==> src/rtl/password_lock_ctrl_pkg.sv <==
// Shared types and constants for the password lock controller.
//   state_e    : FSM state encoding
//   SEG_DASH   : active-low abcdefg glyph for '-' (only segment g lit)
//   SEG_BLANK  : active-low abcdefg with every segment off
//   max3/cnt_w : helpers for sizing the shared cycle timer
package password_lock_ctrl_pkg;

  typedef enum logic [2:0] {
    ST_IDLE,
    ST_ENTER,
    ST_CHECK,
    ST_OPEN,
    ST_FAIL,
    ST_LOCKOUT,
    ST_PROG
  } state_e;

  localparam logic [6:0] SEG_DASH  = 7'b1111110;
  localparam logic [6:0] SEG_BLANK = 7'b1111111;

  function automatic int unsigned max3(input int unsigned a, input int unsigned b,
                                       input int unsigned c);
    int unsigned m;
    m = (a > b) ? a : b;
    return (m > c) ? m : c;
  endfunction

  // Width able to hold 0..v, never narrower than 1 bit.
  function automatic int unsigned cnt_w(input int unsigned v);
    return (v < 2) ? 1 : $clog2(v + 1);
  endfunction

endpackage

==> src/rtl/password_lock_ctrl_seg7_decoder.sv <==
// seg7_decoder: one hex digit to a 7-segment glyph.
//   digit_i : DIGIT_W-bit digit value
//   seg_o   : active-low segments, abcdefg order (a in bit 6)
// Values 10..15 show as A,b,C,d,E,F; anything wider than a nibble shows '-'.
module seg7_decoder
  import password_lock_ctrl_pkg::*;
#(
  parameter int DIGIT_W = 4
) (
  input  logic [DIGIT_W-1:0] digit_i,
  output logic [6:0]         seg_o
);

  localparam int WX = (DIGIT_W < 4) ? 4 : DIGIT_W;

  logic [WX-1:0] val;
  logic          hi;

  assign val = WX'(digit_i);

  if (WX > 4) begin : g_hi
    assign hi = |val[WX-1:4];
  end else begin : g_nohi
    assign hi = 1'b0;
  end

  always_comb begin
    seg_o = SEG_DASH;
    if (!hi) begin
      case (val[3:0])
        4'h0: seg_o = 7'b0000001;
        4'h1: seg_o = 7'b1001111;
        4'h2: seg_o = 7'b0010010;
        4'h3: seg_o = 7'b0000110;
        4'h4: seg_o = 7'b1001100;
        4'h5: seg_o = 7'b0100100;
        4'h6: seg_o = 7'b0100000;
        4'h7: seg_o = 7'b0001111;
        4'h8: seg_o = 7'b0000000;
        4'h9: seg_o = 7'b0000100;
        4'hA: seg_o = 7'b0001000;
        4'hB: seg_o = 7'b1100000;
        4'hC: seg_o = 7'b0110001;
        4'hD: seg_o = 7'b1000010;
        4'hE: seg_o = 7'b0110000;
        4'hF: seg_o = 7'b0111000;
      endcase
    end
  end

endmodule

==> src/rtl/password_lock_ctrl.sv <==
// password_lock_ctrl: keypad-style code lock driven by one enter button.
//   clk        : block clock
//   rst        : asynchronous active-low reset
//   next       : enter button level (rising edge = press)
//   prog       : program request, sampled on a press while OPEN
//   digit_in   : digit on the switches
//   unlocked   : high in OPEN and PROG
//   alarm      : high in LOCKOUT
//   tries_left : remaining attempts
//   digit_cnt  : digits captured in the current entry
//   hex_out    : active-low glyphs, 7 bits per digit, digit 0 in the MS field
module password_lock_ctrl
  import password_lock_ctrl_pkg::*;
#(
  parameter int N_DIGITS    = 4,
  parameter int DIGIT_W     = 4,
  parameter logic [N_DIGITS*DIGIT_W-1:0] DEFAULT_CODE = 16'h1234,
  parameter int MAX_TRIES   = 3,
  parameter int FAIL_CYCLES = 10,
  parameter int LOCK_CYCLES = 50,
  parameter int OPEN_CYCLES = 100
) (
  input  logic                                clk,
  input  logic                                rst,
  input  logic                                next,
  input  logic                                prog,
  input  logic [DIGIT_W-1:0]                  digit_in,
  output logic                                unlocked,
  output logic                                alarm,
  output logic [$clog2(MAX_TRIES+1)-1:0]      tries_left,
  output logic [$clog2(N_DIGITS+1)-1:0]       digit_cnt,
  output logic [N_DIGITS*7-1:0]               hex_out
);

  localparam int CODE_W = N_DIGITS * DIGIT_W;
  localparam int TRY_W  = $clog2(MAX_TRIES + 1);
  localparam int CNT_W  = $clog2(N_DIGITS + 1);
  localparam int T_W    = cnt_w(max3(FAIL_CYCLES, LOCK_CYCLES, OPEN_CYCLES));

  // Timer counts down to 0 inclusive, so a hold of C cycles loads C-1.
  localparam logic [T_W-1:0] FAIL_LD = T_W'((FAIL_CYCLES > 0) ? FAIL_CYCLES - 1 : 0);
  localparam logic [T_W-1:0] LOCK_LD = T_W'((LOCK_CYCLES > 0) ? LOCK_CYCLES - 1 : 0);
  localparam logic [T_W-1:0] OPEN_LD = T_W'((OPEN_CYCLES > 0) ? OPEN_CYCLES - 1 : 0);

  state_e              state_q, state_d;
  logic                next_q;
  logic [CNT_W-1:0]    cnt_q, cnt_d;
  logic [CODE_W-1:0]   entry_q, entry_d, entry_wr;
  logic [CODE_W-1:0]   code_q, code_d;
  logic [TRY_W-1:0]    tries_q, tries_d;
  logic [T_W-1:0]      timer_q, timer_d;
  logic                press;

  logic [N_DIGITS-1:0][6:0] glyph;

  assign press = next & ~next_q;

  // Entry with digit_in dropped into the slot addressed by cnt_q.
  always_comb begin
    entry_wr = entry_q;
    for (int i = 0; i < N_DIGITS; i++)
      if (cnt_q == CNT_W'(i)) entry_wr[(N_DIGITS-1-i)*DIGIT_W +: DIGIT_W] = digit_in;
  end

  // State register. next_q resets high so a button already held at
  // reset release is not seen as a press.
  always_ff @(posedge clk or negedge rst) begin
    if (!rst) begin
      state_q <= ST_IDLE;
      next_q  <= 1'b1;
      cnt_q   <= '0;
      entry_q <= '0;
      code_q  <= DEFAULT_CODE;
      tries_q <= TRY_W'(MAX_TRIES);
      timer_q <= '0;
    end else begin
      state_q <= state_d;
      next_q  <= next;
      cnt_q   <= cnt_d;
      entry_q <= entry_d;
      code_q  <= code_d;
      tries_q <= tries_d;
      timer_q <= timer_d;
    end
  end

  // Next-state logic.
  always_comb begin
    state_d = state_q;
    cnt_d   = cnt_q;
    entry_d = entry_q;
    code_d  = code_q;
    tries_d = tries_q;
    timer_d = timer_q;

    case (state_q)
      ST_IDLE: begin
        if (press) begin
          entry_d = entry_wr;
          cnt_d   = CNT_W'(1);
          state_d = (N_DIGITS == 1) ? ST_CHECK : ST_ENTER;
        end
      end
      ST_ENTER: begin
        // A full entry sits one cycle before the compare.
        if (cnt_q == CNT_W'(N_DIGITS)) begin
          state_d = ST_CHECK;
        end else if (press) begin
          entry_d = entry_wr;
          cnt_d   = cnt_q + 1'b1;
        end
      end
      ST_CHECK: begin
        if (entry_q == code_q) begin
          tries_d = TRY_W'(MAX_TRIES);
          state_d = ST_OPEN;
        end else begin
          tries_d = (tries_q != '0) ? tries_q - 1'b1 : '0;
          state_d = ST_FAIL;
        end
      end
      ST_OPEN: begin
        if (press) begin
          state_d = prog ? ST_PROG : ST_IDLE;
        end else if (OPEN_CYCLES > 0) begin
          if (timer_q == '0) state_d = ST_IDLE;
          else               timer_d = timer_q - 1'b1;
        end
      end
      ST_FAIL: begin
        if (timer_q == '0) state_d = (tries_q == '0) ? ST_LOCKOUT : ST_IDLE;
        else               timer_d = timer_q - 1'b1;
      end
      ST_LOCKOUT: begin
        if (timer_q == '0) begin
          tries_d = TRY_W'(MAX_TRIES);
          state_d = ST_IDLE;
        end else begin
          timer_d = timer_q - 1'b1;
        end
      end
      ST_PROG: begin
        if (press) begin
          entry_d = entry_wr;
          if (cnt_q == CNT_W'(N_DIGITS - 1)) begin
            code_d  = entry_wr;
            state_d = ST_IDLE;
          end else begin
            cnt_d = cnt_q + 1'b1;
          end
        end
      end
      default: state_d = ST_IDLE;
    endcase

    // Every state entry reloads the shared timer; IDLE, CHECK and PROG
    // also start with an empty digit count.
    if (state_d != state_q) begin
      case (state_d)
        ST_FAIL:    timer_d = FAIL_LD;
        ST_LOCKOUT: timer_d = LOCK_LD;
        ST_OPEN:    timer_d = OPEN_LD;
        default:    timer_d = '0;
      endcase
      if (state_d == ST_IDLE || state_d == ST_CHECK || state_d == ST_PROG) cnt_d = '0;
    end
  end

  for (genvar g = 0; g < N_DIGITS; g++) begin : g_dec
    seg7_decoder #(.DIGIT_W(DIGIT_W)) u_dec (
      .digit_i (entry_q[(N_DIGITS-1-g)*DIGIT_W +: DIGIT_W]),
      .seg_o   (glyph[g])
    );
  end

  // Output logic.
  always_comb begin
    unlocked   = (state_q == ST_OPEN) || (state_q == ST_PROG);
    alarm      = (state_q == ST_LOCKOUT);
    tries_left = tries_q;
    digit_cnt  = cnt_q;
    hex_out    = '0;
    for (int i = 0; i < N_DIGITS; i++) begin
      if (state_q == ST_LOCKOUT)      hex_out[(N_DIGITS-1-i)*7 +: 7] = SEG_BLANK;
      else if (state_q == ST_IDLE)    hex_out[(N_DIGITS-1-i)*7 +: 7] = SEG_DASH;
      else if (CNT_W'(i) < cnt_q)     hex_out[(N_DIGITS-1-i)*7 +: 7] = glyph[i];
      else                            hex_out[(N_DIGITS-1-i)*7 +: 7] = SEG_DASH;
    end
  end

endmodule

==> config.mk <==
export PLATFORM = sky130hd
export DESIGN_NAME = password_lock_ctrl
export DESIGN_NICKNAME = d
export VERILOG_FILES = /design/src/rtl/password_lock_ctrl_pkg.sv /design/src/rtl/password_lock_ctrl_seg7_decoder.sv /design/src/rtl/password_lock_ctrl.sv
export SDC_FILE = /design/constraint.sdc
export NUM_CORES = 1
export LEC_CHECK = 0
export ABC_AREA = 1
export CAP_MARGIN = 20
export CORE_ASPECT_RATIO = 0.9
export CORE_MARGIN = 2
export CORE_UTILIZATION = 29
export DETAILED_ROUTE_END_ITERATION = 16
export PLACE_DENSITY = 0.46
export SLEW_MARGIN = 20
export SYNTH_ARGS = -nofsm -noshare
export SYNTH_HDL_FRONTEND = slang
export SYNTH_HIERARCHICAL = 1
export SYNTH_SLANG_ARGS = --single-unit
==> constraint.sdc <==
create_clock -name clk -period 2.8 [get_ports clk]
set_clock_uncertainty 0.15 [all_clocks]
set_input_delay 0.28 -clock clk [delete_from_list [all_inputs] [get_ports clk]]
set_output_delay 0.28 -clock clk [all_outputs]
set_load 0.01 [all_outputs]
Word-level counts from Yosys, hierarchy flattened --
Memory sizes are Yosys's and may differ from the RTL's. Index checks and enable logic that the tools add are counted.
Word-level totals: output and inout bits 35, ROM bits 448, bits in registers 48, memories kept 4
Memories:
- (no name shown) | words 16, bits a word 7, read ports 1, clocked after memory_dff 0, write ports 0, RTL line password_lock_ctrl_seg7_decoder.sv:30 | case (val[3:0])
- (no name shown) | words 16, bits a word 7, read ports 1, clocked after memory_dff 0, write ports 0, RTL line password_lock_ctrl_seg7_decoder.sv:30
- (no name shown) | words 16, bits a word 7, read ports 1, clocked after memory_dff 0, write ports 0, RTL line password_lock_ctrl_seg7_decoder.sv:30
- (no name shown) | words 16, bits a word 7, read ports 1, clocked after memory_dff 0, write ports 0, RTL line password_lock_ctrl_seg7_decoder.sv:30
Operators by class: eq/ne operators 20, bitwise operators 2, multiplexer cells 47, order comparisons 4, add/subtract/negate cells 3, reduce and logical (&&, ||, !) cells 18
Operators by type and width (count):
- two-way mux 7 bit | 15
- two-way mux 3 bit | 17
- two-way mux 16 bit | 2
- case mux 16 bit (2 select lines) | 1
- == test 3 bit, second input constant | 7
- case mux 3 bit (7 select lines) | 1
- case mux 7 bit (3 select lines) | 1
- == test 3 x 2 -> 1 bit, second input constant | 6
- == test 16 bit | 1
- two-way mux 4 bit | 4
- case mux 7 bit (2 select lines) | 1
- logical NOT 3 bit | 3
- case mux 3 bit (3 select lines) | 1
- logical NOT 7 bit | 1
- subtractor 7 x 1 -> 7 bit, second input constant | 1
- == test 3 x 1 -> 1 bit, second input constant | 2
- < comparator 1 x 3 -> 1 bit, first input constant | 2
- < comparator 2 x 3 -> 1 bit, first input constant | 2
- two-way mux 2 bit | 3
- AND reduction 2 bit | 3
- nonzero test 2 bit | 3
- case mux 2 bit (2 select lines) | 1
- OR reduction 2 bit | 2
- adder 3 x 1 -> 3 bit, second input constant | 1
- 11 further kinds | 13

Logic depth before layout (Yosys ltp) --
depth after elaboration 9, mapped depth 16

Modules after synthesis --
Netlist, hierarchy kept.
Modules (own cells, without submodules):
- password_lock_ctrl | seq. area each 1211.2 µm², instances 1, area each 3248.1 µm², cells each 480
- seg7_decoder (g_dec[2].u_dec ...) | seq. area each 0.0 µm², instances 2, area each 277.8 µm², cells each 49
- seg7_decoder (g_dec[0].u_dec) | seq. area each 0.0 µm², instances 1, area each 275.3 µm², cells each 51
- seg7_decoder (g_dec[1].u_dec) | seq. area each 0.0 µm², instances 1, area each 274.0 µm², cells each 49

Worst setup path before layout --
OpenSTA, ideal clock, no wires.
path type register -> register, start point register cnt_q[0], in the netlist digit_cnt[0], end point register timer_q[0], required time 2.533 ns, stages on the path, launching flop included 15, path slack 0.673 ns, arrival time 1.860 ns, setup time 0.117 ns, path through dfrtp_1 > inv_1 > ha_1 > nand2_1 > inv_1 > nand2_1 > nand2_2 > a21oi_2 > nand3_1 > nand2_2 > nand3_4 > inv_6 > nand2_4 > nand2_1 > nand2_1
Between the ends: word-level cells in the longest chain between the ends 7, elaborated cells on any way between the ends 15
Ends and longest elaborated chain:
- start, declared | RTL line password_lock_ctrl.sv:47 | logic [CNT_W-1:0] cnt_q, cnt_d;
- start signal, assigned | RTL line password_lock_ctrl.sv:79 | cnt_q <= cnt_d;
- == test 3 x 2 -> 1 bit | RTL line password_lock_ctrl.sv:145 | if (cnt_q == CNT_W'(N_DIGITS - 1)) begin
- two-way mux 3 bit | RTL line password_lock_ctrl.sv:145
- two-way mux 3 bit | RTL line password_lock_ctrl.sv:143 | if (press) begin
- case mux 3 bit (7 select lines) * | RTL line password_lock_ctrl.sv:96 | case (state_q)
- == test 3 x 2 -> 1 bit, or another cell as far along | RTL line password_lock_ctrl.sv:159 | case (state_d)
- case mux 7 bit (3 select lines), or another cell as far along | RTL line password_lock_ctrl.sv:159
- two-way mux 7 bit / AND reduction 2 bit (equally long branches)
- end signal, assigned | RTL line password_lock_ctrl.sv:83 | timer_q <= timer_d;
- end, declared | RTL line password_lock_ctrl.sv:51 | logic [T_W-1:0] timer_q, timer_d;
Mark *: on every way between the ends. The rest lies on a longest branch, timed or not. A chain may end at the register's enable or synchronous reset.

Worst setup path after layout --
start point register cnt_q[2], in the netlist digit_cnt[2], end point output port hex_out[23]
Between the ends: word-level cells in the longest chain between the ends 4
Ends and longest elaborated chain:
- < comparator 1 x 3 -> 1 bit | RTL line password_lock_ctrl.sv:186 | else if (CNT_W'(i) < cnt_q) hex_out[(N_DIGITS-1-i)*7 +: 7] = glyph[i];
- two-way mux 7 bit | RTL line password_lock_ctrl.sv:186
- two-way mux 7 bit | RTL line password_lock_ctrl.sv:185 | else if (state_q == ST_IDLE) hex_out[(N_DIGITS-1-i)*7 +: 7] = SEG_DASH;
- two-way mux 7 bit | RTL line password_lock_ctrl.sv:184 | if (state_q == ST_LOCKOUT) hex_out[(N_DIGITS-1-i)*7 +: 7] = SEG_BLANK;
- end, declared | RTL line password_lock_ctrl.sv:32 | output logic [N_DIGITS*7-1:0] hex_out
No other way between the ends.

==> qor.yml <==
drt:
  drc: 0
  wl_um: 11500
  drt-initial-drc-count: 286
  firstDrtPassIters: 5
  wl_per_cell_um: 12.4
  drt-vias-per-instance: 4.49
  ant_nets: 0
  num_vias: 4170
synth:
  synthAdderAreaFrac: 0.0949
  synthMuxAreaShare: 0
  synth_top_area_frac: 0.230
  syn_inst: 678
  ys_warn_count: 6
  synthTopCellsByArea: "dfrtp_1 23%, nand2_1 23%, ha_1 9.5%"
  ys_seq_area_frac: 0.278
  synth_area_sq_mm: 0.00435
  ys_seq_elements: 48
  yosysUniqueCellTypes: 38
  postSynthAreaPerCell_sq_um: 6.42
  synth_top_family_by_area: "simple AND/OR/NAND/NOR gates"
  synth_compound_area_frac: 0.121
  synth_xor_area_frac: 0.0101
  yosys.area_share.simple: 0.373
  syn_nets: 719
  yosysTopAreaCell: "dfrtp_1"
sta:
  setup_viol: 0
  setup_tns_ns: 0
  setup_ws_ns: 0.164
  hold_viol: 0
  rsz0062_at_grt: "no"
  tightest_slew_ns: 0.604
  fmax_mhz: 379
  slew_headroom: 0.597
  fin_crit_ns: 2.64
  finalMaxSlewViolations: 0
  finalCritPeriodShare: 0.941
  hold_slack_ns: 0.284
placed_design:
  routabilityCongestion: 0.853
  place_area_sq_mm: 0.00505
  port-buffer-count: 42
  pre_cts_ws_ns: 0.278
  place_hpwl_um: 9040
critical_path:
  reg2reg_from: "entry_q[14]"
  cp_max_fo: 7
  cp.arrival_ns: 2.21
  crit_path_start_kind: "register"
  max_stage_delay_ns: 0.54
  regToRegSetupSlack_ns: 0.42
  r2r-end: "timer_q[3]"
  ff2ff_path_depth: 15
  crit_chain: "nor2_1, inv_1, o21ai_1, nor2_2, nand2_1, clkdlybuf4s50_1"
  cp_slowest_cell: "clkdlybuf4s50_1"
  critPathCaptureType: "primary output"
  worstSetupPathType: "register to primary output"
  required_ns: 2.37
floorplanning:
  die_x_um: 133
  start_util: 0.296
  fp.dieH_um: 120
  rows: 42
  io_pins: 43
  coreArea_sq_mm: 0.0147
  die-area_sq_mm: 0.0160
clock_tree:
  clk_latency_ns: 0.30
  clkSlewWorstSetupHoldPaths_ns: 0.07
  cts_buffer_depth: 2
  clock-sinks: 48
  ctsHtreeMaxLevel: 2
  numCtsBuffers: 5
  cts_tree: "built"
  cts_root_buf: "clkbuf_16"
power:
  irDropWorstVdd_v: 0.000342
  p_seq_frac: 0.225
  switching_share: 0.526
  p_clk_frac: 0.112
  switching_power_uw: 2860
  p_per_area_mw_per_mm2: 1040
  combinationalPowerShare: 0.663
  intPower_uw: 2570
  p_leak_uw: 0.00263
final_layout:
  nets: 771
  area_growth_pct: 19.5
  utilization: 0.353
  design_area_sq_mm: 0.00520
  layout-drive-gt1-share: 0.112
  diodes: 0
  seq_area_sq_mm: 0.00121
  fillCellCount: 1601
  multi_input_area_sq_mm: 0.00261
hold_path:
  holdPathStages: 1
  min_to: "next_q"
  min_path_type: "input port to register"
  min_from: "next"
global_routing:
  antenna_found_initial: 0
  grt_pass1_wl_um: 19400
  grt_start_max_net_pins: 26
  grtUsageTotal: 0.150
  grt_pass1_vias: 3941
  overflow: 0
run:
  maxCapViolCount: 0
run_status:
  status: "finished clean"
[cells by family after synthesis]
group           after synthesis
fa+ha+maj                    33
simple gates                374
flops                        48
buf+inv                     130
xor+xnor                      5
compound gates               88
[through the flow]
stage                     std cells  power (uW)
after floorplan                 678        3760
after CTS                       928        5470
after global routing            928        6040
final                           928        5430
after detailed placement        920        4830
after global placement          920        4820
[area by class of cell]
cell class / instances / share of cell area
multi-input combinational: 500 / 0.502
sequential: 48 / 0.233
timing repair buffer: 57 / 0.104
inverter: 118 / 0.0868
tap: 198 / 0.0476
clock buffer: 6 / 0.0248
clock inverter: 1 / 0.000962
[cells in the final DEF (no fill, tap or decap), types with 2 or more instances in the layout]
cell / count
o21ai_1: 5
dfstp_2: 8
clkdlybuf4s50_1: 41
a21oi_2: 3
nand4_1: 7
nor2_2: 6
nand2_4: 4
o211ai_1: 3
nor2_1: 24
nand3_4: 2
nand3_1: 50
nand2_2: 5
inv_1: 102
ha_1: 33
buf_4: 13
nor2_4: 3
clkbuf_16: 5
nand3_2: 3
a21oi_1: 5
inv_2: 13
nor3_1: 3
o21ai_2: 7
o21ai_0: 59
nand2_1: 266
dfrtp_1: 39
xnor2_1: 2
clkinv_2: 2
xor2_1: 3
[worst max-delay path by stage]
| stage | endpoint | from | cells after the start |
|---|---|---|---|
| 2_1_floorplan | timer_q[0] | digit_cnt[0] | 14 |
| 3_3_place_gp | hex_out[27] | digit_cnt[2] | 6 |
| 3_5_place_dp | timer_q[3] | next | 14 |
| 4_1_cts | hex_out[12] | digit_cnt[0] | 6 |
| 5_1_grt | hex_out[24] | entry_q[12] | 10 |
| 6_report | hex_out[23] | digit_cnt[2] | 6 |
[power by group through the flow]
| stage | combinational (uW) | clock [uW] | sequential (uW) |
|---|---|---|---|
| 2_1_floorplan | 2630 | 0 | 1130 |
| 3_3_place_gp | 3580 | 0 | 1230 |
| 3_5_place_dp | 3580 | 0 | 1240 |
| 4_1_cts | 3610 | 629 | 1230 |
| 5_1_grt | 4110 | 660 | 1270 |
| 6_report | 3600 | 606 | 1220 |
[state kept, by name (all words and copies together) (netlist names)]
signal	flops
timer_q	7
entry_q	16
next_q	1
state_q	3
tries_left	2
code_q	16
digit_cnt	3
[layer usage]
layer  global-route usage  vias up  routed length, um
met5                    0        -                  0
met4               0.0412        0                120
met3               0.0222        8                271
met2                0.249       48               5390
met1                0.205     1899               5710
li1                     -     2215                  -
[synthesized netlist by cell type]
master / number
xor2_1: 3
o41ai_1: 1
nor2_8: 1
a21oi_2: 3
o211ai_1: 3
clkbuf_2: 1
buf_6: 4
clkinv_2: 1
o21ai_0: 61
nor2_4: 3
nand3_2: 3
nor3_1: 3
nor2_2: 4
nand4_1: 7
dfrtp_1: 40
xnor2_1: 2
buf_2: 5
o31ai_4: 1
inv_2: 13
nand2_2: 5
nand2_1: 266
a32o_1: 1
a31oi_1: 1
nand3_4: 2
inv_4: 1
nor2_1: 26
o21ai_1: 3
inv_1: 102
o21ai_4: 1
nand2_4: 4
o21a_1: 1
ha_1: 33
nand3_1: 50
dfstp_2: 8
inv_6: 1
o21ai_2: 7
a21oi_1: 5
clkbuf_1: 2
[what timing repair did]
item	CTS	global route
hold buffers	1	0
setup buffers	0	0
hold endpoints to repair	21	0
gates resized for setup	1	4
endpoints found under the setup margin	6	13
[critical path, delay by kind of cell, from the launching register on]
kind | cells | cell delay (ns)
AO/OA/AOI/OAI | 1 | 0.31
AND/OR/NAND/NOR | 3 | 0.44
flip-flops | 1 | 0.51
buffers and inverters | 2 | 0.65
No activity file was read; power rests on OpenSTA's default activity.
